<file path="src/rtl/calc_pkg.sv">
// Shared constants for the stack calculator: instruction geometry, opcodes and
// the state encoding of the instruction queue loader.
package calc_pkg;

    localparam int INSTR_W         = 32;
    localparam int QUEUE_DEPTH     = 4;
    localparam int QPTR_W          = 2;
    localparam int BYTES_PER_INSTR = INSTR_W / 8;

    // Opcode lives in instr[31:28], i.e. the high nibble of the first byte received
    localparam logic [3:0] OP_NOP   = 4'h0;
    localparam logic [3:0] OP_ADD   = 4'h1;
    localparam logic [3:0] OP_SUB   = 4'h2;
    localparam logic [3:0] OP_MUL   = 4'h3;
    localparam logic [3:0] OP_DIV   = 4'h4;
    localparam logic [3:0] OP_MOD   = 4'h5;
    localparam logic [3:0] OP_PUSH  = 4'h6;
    localparam logic [3:0] OP_POP   = 4'h7;
    localparam logic [3:0] OP_SHIFT = 4'h8;
    localparam logic [3:0] OP_SETL  = 4'h9;
    localparam logic [3:0] OP_PRINT = 4'hA;
    localparam logic [3:0] OP_CLEAR = 4'hB;

    typedef enum logic {
        ST_COLLECT = 1'b0,
        ST_HOLD    = 1'b1
    } ldr_state_e;

endpackage

</file>
<file path="src/rtl/instr_queue_loader_gap_timer.sv">
// Inter-byte gap timer: down-counter reloaded on every accepted byte, pulses
// expired on the idle edge that exhausts the allowed gap. TIMEOUT_CYCLES=0 disables it.
module gap_timer #(
    parameter int TIMEOUT_CYCLES = 1000000
) (
    input  logic clk,
    input  logic rst_n,
    input  logic load,
    input  logic enable,
    output logic expired
);

    localparam int TW = (TIMEOUT_CYCLES > 1) ? $clog2(TIMEOUT_CYCLES) : 1;
    localparam logic [TW-1:0] LOAD_VAL = TW'((TIMEOUT_CYCLES > 0) ? TIMEOUT_CYCLES - 1 : 0);

    logic [TW-1:0] cnt_q;
    logic [TW-1:0] cnt_d;

    always_ff @(posedge clk or negedge rst_n) begin
        if (!rst_n) begin
            cnt_q <= '0;
        end else begin
            cnt_q <= cnt_d;
        end
    end

    always_comb begin
        cnt_d = cnt_q;
        if (load) begin
            cnt_d = LOAD_VAL;
        end else if (enable && (cnt_q != '0)) begin
            cnt_d = cnt_q - TW'(1);
        end
    end

    // A load on the same edge means a byte arrived: the byte wins over the timeout
    assign expired = (TIMEOUT_CYCLES != 0) && enable && !load && (cnt_q == '0);

endmodule

</file>
<file path="src/rtl/instr_queue_loader.sv">
// Packs a valid/ready byte stream MSB-first into 32-bit instructions and writes
// them into the 4-entry ring read by the calculator core; owns the write head.
//
// state      | meaning
// -----------+---------------------------------------------------------------
// ST_COLLECT | accepting bytes; 4th byte is written straight into the ring
// ST_HOLD    | complete word parked while the ring is full; byte_ready low
module instr_queue_loader
    import calc_pkg::*;
#(
    parameter int TIMEOUT_CYCLES = 1000000,
    parameter int CNT_W          = 16
) (
    input  logic                clk,
    input  logic                rst_n,
    input  logic                byte_valid,
    input  logic [7:0]          byte_data,
    output logic                byte_ready,
    output logic [INSTR_W-1:0]  instr_queue [QUEUE_DEPTH-1:0],
    output logic [QPTR_W-1:0]   queue_write_head,
    input  logic [QPTR_W-1:0]   queue_read_head,
    output logic                queue_full,
    output logic                frame_error,
    output logic [CNT_W-1:0]    instr_count
);

    ldr_state_e          state_q, state_d;
    logic [1:0]          byte_cnt_q, byte_cnt_d;
    logic [INSTR_W-1:0]  word_q, word_d;
    logic [QPTR_W-1:0]   write_head_q, write_head_d;
    logic [CNT_W-1:0]    instr_count_q, instr_count_d;
    logic                frame_error_q, frame_error_d;
    logic [INSTR_W-1:0]  instr_queue_q [QUEUE_DEPTH-1:0];
    logic [INSTR_W-1:0]  instr_queue_d [QUEUE_DEPTH-1:0];

    logic                byte_accept;
    logic                gap_load;
    logic                gap_enable;
    logic                gap_expired;
    logic                wr_en;
    logic [INSTR_W-1:0]  wr_data;
    logic [INSTR_W-1:0]  word_next;
    logic [QPTR_W-1:0]   head_inc;

    gap_timer #(
        .TIMEOUT_CYCLES (TIMEOUT_CYCLES)
    ) u_gap_timer (
        .clk     (clk),
        .rst_n   (rst_n),
        .load    (gap_load),
        .enable  (gap_enable),
        .expired (gap_expired)
    );

    assign head_inc   = write_head_q + QPTR_W'(1);
    assign queue_full = (head_inc == queue_read_head);
    assign word_next  = {word_q[INSTR_W-9:0], byte_data};

    always_ff @(posedge clk or negedge rst_n) begin
        if (!rst_n) begin
            state_q       <= ST_COLLECT;
            byte_cnt_q    <= '0;
            word_q        <= '0;
            write_head_q  <= '0;
            instr_count_q <= '0;
            frame_error_q <= 1'b0;
            for (int i = 0; i < QUEUE_DEPTH; i++) begin
                instr_queue_q[i] <= '0;
            end
        end else begin
            state_q       <= state_d;
            byte_cnt_q    <= byte_cnt_d;
            word_q        <= word_d;
            write_head_q  <= write_head_d;
            instr_count_q <= instr_count_d;
            frame_error_q <= frame_error_d;
            for (int i = 0; i < QUEUE_DEPTH; i++) begin
                instr_queue_q[i] <= instr_queue_d[i];
            end
        end
    end

    always_comb begin
        state_d       = state_q;
        byte_cnt_d    = byte_cnt_q;
        word_d        = word_q;
        write_head_d  = write_head_q;
        instr_count_d = instr_count_q;
        frame_error_d = gap_expired;
        gap_load      = 1'b0;
        wr_en         = 1'b0;
        wr_data       = word_next;
        for (int i = 0; i < QUEUE_DEPTH; i++) begin
            instr_queue_d[i] = instr_queue_q[i];
        end

        case (state_q)
            ST_COLLECT: begin
                if (byte_accept) begin
                    gap_load = 1'b1;
                    word_d   = word_next;
                    if (byte_cnt_q == 2'd3) begin
                        if (!queue_full) begin
                            wr_en      = 1'b1;
                            byte_cnt_d = '0;
                        end else begin
                            state_d = ST_HOLD;
                        end
                    end else begin
                        byte_cnt_d = byte_cnt_q + 2'd1;
                    end
                end else if (gap_expired) begin
                    byte_cnt_d = '0;
                    word_d     = '0;
                end
            end
            ST_HOLD: begin
                if (!queue_full) begin
                    wr_en      = 1'b1;
                    wr_data    = word_q;
                    byte_cnt_d = '0;
                    state_d    = ST_COLLECT;
                end
            end
            default: state_d = ST_COLLECT;
        endcase

        // Only the slot at the write head is ever touched
        if (wr_en) begin
            instr_queue_d[write_head_q] = wr_data;
            write_head_d                = head_inc;
            instr_count_d               = instr_count_q + CNT_W'(1);
        end
    end

    always_comb begin
        byte_ready  = (state_q == ST_COLLECT);
        byte_accept = byte_valid && byte_ready;
        gap_enable  = (state_q == ST_COLLECT) && (byte_cnt_q != 2'd0);
    end

    assign queue_write_head = write_head_q;
    assign frame_error      = frame_error_q;
    assign instr_count      = instr_count_q;
    assign instr_queue      = instr_queue_q;

endmodule

</file>
<file path="config.mk">
export PLATFORM = sky130hd
export DESIGN_NAME = instr_queue_loader
export DESIGN_NICKNAME = d
export VERILOG_FILES = /design/src/rtl/calc_pkg.sv /design/src/rtl/instr_queue_loader_gap_timer.sv /design/src/rtl/instr_queue_loader.sv
export SDC_FILE = /design/constraint.sdc
export NUM_CORES = 1
export LEC_CHECK = 0
export CAP_MARGIN = 20
export CORE_MARGIN = 2
export CORE_UTILIZATION = 41
export CTS_CLUSTER_SIZE = 8
export DETAILED_ROUTE_END_ITERATION = 10
export GPL_ROUTABILITY_DRIVEN = 1
export HOLD_SLACK_MARGIN = 0.02
export MAX_ROUTING_LAYER = met4
export PLACE_DENSITY = 0.77
export SYNTH_ARGS = -nofsm -noshare
export SYNTH_HDL_FRONTEND = slang
export SYNTH_SLANG_ARGS = --single-unit
</file>
<file path="constraint.sdc">
create_clock -name clk -period 3.55 [get_ports clk]
set_input_delay 0.355 -clock clk [delete_from_list [all_inputs] [get_ports clk]]
set_output_delay 0.355 -clock clk [all_outputs]
set_load 0.03 [all_outputs]
</file>
==> results.cfg <==
[run_status]
outcome = completed

[route]
routed_via_density = 5.224
wire_per_inst_um = 17.74
routed_wl_um = 21000
vias = 6185
drc_errors = 0
dr.pass1.iters = 4
final_antenna_net_count = 0
drt-initial-drc-count = 388

[layout]
multi_input_area_um2 = 3110
n_antenna_cell = 0
seq_area_um2 = 5055
fillers = 1780
fin_nets = 935
area_growth_syn_to_layout_pct = 32.85
drive_gt1_share_pct = 7.002

[floorplanning]
core-area_um2 = 20040
dieArea_um2 = 21410
start_util_pct = 41.43
die_h_um = 146.3
ioPinCount = 162
die_w_um = 146.3
fp-row-count = 52

[timing]
worst_slew_pin_slew_ps = 965.5
layout_min_cycle_time_ps = 3292
maxSlewHeadroom_pct = 35.63
skew_ps = 20.25
finalSetupTns_ps = 0
finalCritPeriodShare_pct = 92.74
finalHoldViolCount = 0
rsz0062_at_grt = no
finalSetupViolCount = 0
max_freq_mhz = 303.7
drv_slew = 0

[placed_design]
dp_hpwl_um = 14160
io_buffer_count = 161
gp_congestion = 0.7906

[synthesis]
synth_most_common_cell = dfrtp_1
yosys_warnings = 0
synth_edf_count = 0
yosysTopAreaCell = dfrtp_1
ys_seq_area_share_pct = 60.88
yosysUniqueCellTypes = 51
synth_area_um2 = 8303
syn_avg_cell_area_um2 = 11.09
ys_ff_latch = 202
synth_top_area_share_pct = 60.88
synthArstFlopShare_pct = 100.0
synth_fp_nets = 771
yosys_most_used_dff = dfrtp_1
synth_area_leaders = dfrtp_1 61%, o21ai_0 7.5%, nand2_1 6.5%
synthTopCellsByCount = 202 x dfrtp_1, 143 x nand2_1, 125 x o21ai_0
synthCells = 749

[critical_path]
critical_path.cell_chain = inv_1 -> ha_1 -> xor2_4 -> nor2_1 -> clkdlybuf4s50_1
cp_max_fo = 7
criticalPathCategory = reg2out
required_ps = 3190
cpPeakStageDelay_ps = 750
endpoint_kind = output pin
critical_path.top_delay_family = buffers and inverters
worstPathArrival_ps = 2940
start_kind = flip-flop
crit_buf_inv = 2
slowest_stage = clkdlybuf4s50_1

[power]
p_per_area_nw_per_um2 = 935.0
irDropWorstVdd_mv = 0.4575
power.leakage_nw = 4.943
power_w = 0.01031

[clock_tree]
clock-root-buffer = clkbuf_16
tritoncts = done
cts.sinks = 202
htree_levels = 1
postCtsSetupBuffers = 0
cts_buffers = 29
clkTransAtPathRegs_ps = 50
clk_latency_ps = 530
cts_max_path_buffers = 3

[run]
drv_cap = 0

[grt]
track_usage_pct = 20.27
grt_pass1_wl_um = 34310
first_global_vias = 6364
grt.overflow.total = 0
antenna_found_initial = 0
grt_start_max_net_pins = 96

[min_path]
hold_path_class = in2async
[stage by stage]
step                      setup slack (ps)  std cells  utilization (%)  instance area, µm²  hold slack [ps]
after detailed placement             392.1       1151            51.17               10250            413.0
final                                257.8       1184            55.05               11030            404.8
after CTS                            90.81       1184            54.99               11020            437.7
after floorplan                       1124        749                -                8303            59.41
after global routing                 136.0       1184            55.05               11030            458.9
after global placement               553.1       1151            51.17               10250            411.7
[layout make-up]
type                       instances  share of cell area (%)
multi-input combinational        500                   28.20
clock buffer                      29                   6.579
timing repair buffer             173                   15.82
clock inverter                     3                  0.2722
tap                              270                   3.063
inverter                           7                  0.2382
sequential                       202                   45.83
[where the power goes]
part	internal (W)	total [W]	switching, W
Clock	0.00143	0.00236	0.000929
Sequential	0.00309	0.00366	0.000568
Combinational	0.00166	0.00430	0.00263
Total	0.00618	0.0103	0.00413
[logic make-up after synthesis]
family / Yosys count / synth area share (%)
flops: 202 / 60.88
xor+xnor: 20 / 2.291
buf+inv: 47 / 2.502
fa+ha+maj: 9 / 1.356
mux: 44 / 5.334
simple gates: 226 / 12.67
compound gates: 201 / 14.96
[timing repair]
item                                   4_1_cts  5_1_grt
setup endpoints to repair                    0        1
hold buffers                                 1        0
gates resized for setup                      0        1
endpoints found under the hold margin       71        0
[path summary, 6_finish.rpt]
check | start | endpoint | slack (ps) | cells past startpoint
setup / recovery | queue_write_head[0] | queue_full | 260 | 5
hold / removal | rst_n | instr_queue[124] | 400 | 2
setup reg to reg | queue_write_head[0] | instr_queue[121] | 390 | 7
hold reg to reg | instr_queue[114] | instr_queue[114] | 470 | 2
max in group asynchronous | rst_n | instr_count[4] | 2190 | 3
min in group clk | byte_data[5] | word_q[5] | 470 | 2
[state kept, by name (all words and copies together) (netlist names)]
register and flops:
u_gap_timer.cnt_q 20, word_q 32, frame_error 1, instr_queue 128, queue_write_head 2, byte_cnt_q 2
instr_count 16, state_q 1
[cells in the final DEF, fill, tap and decap left out, types with 7 or more instances in the layout]
| master | synthesis | final |
|---|---|---|
| a21oi_1 | 10 | 10 |
| inv_1 | 7 | 7 |
| clkbuf_16 | 0 | 29 |
| ha_1 | 9 | 9 |
| clkdlybuf4s50_1 | 0 | 160 |
| o21ai_1 | 8 | 8 |
| nand2_1 | 143 | 143 |
| mux2i_1 | 42 | 42 |
| and2_1 | 8 | 8 |
| nor2_1 | 15 | 15 |
| nand4_1 | 9 | 9 |
| o21ai_0 | 125 | 125 |
| dfrtp_1 | 202 | 202 |
| nor3_1 | 7 | 7 |
| xnor2_1 | 13 | 13 |
| a22o_1 | 32 | 32 |
| nand3_1 | 13 | 13 |
| buf_4 | 5 | 8 |
[per-layer routing]
layer,global-route usage (%),part of all wire [%]
met1,26.68,43
met2,32.03,48
met3,4.969,7.0
met4,4.806,1.6
met5,-,0
Power figures use the tool's default switching activity.
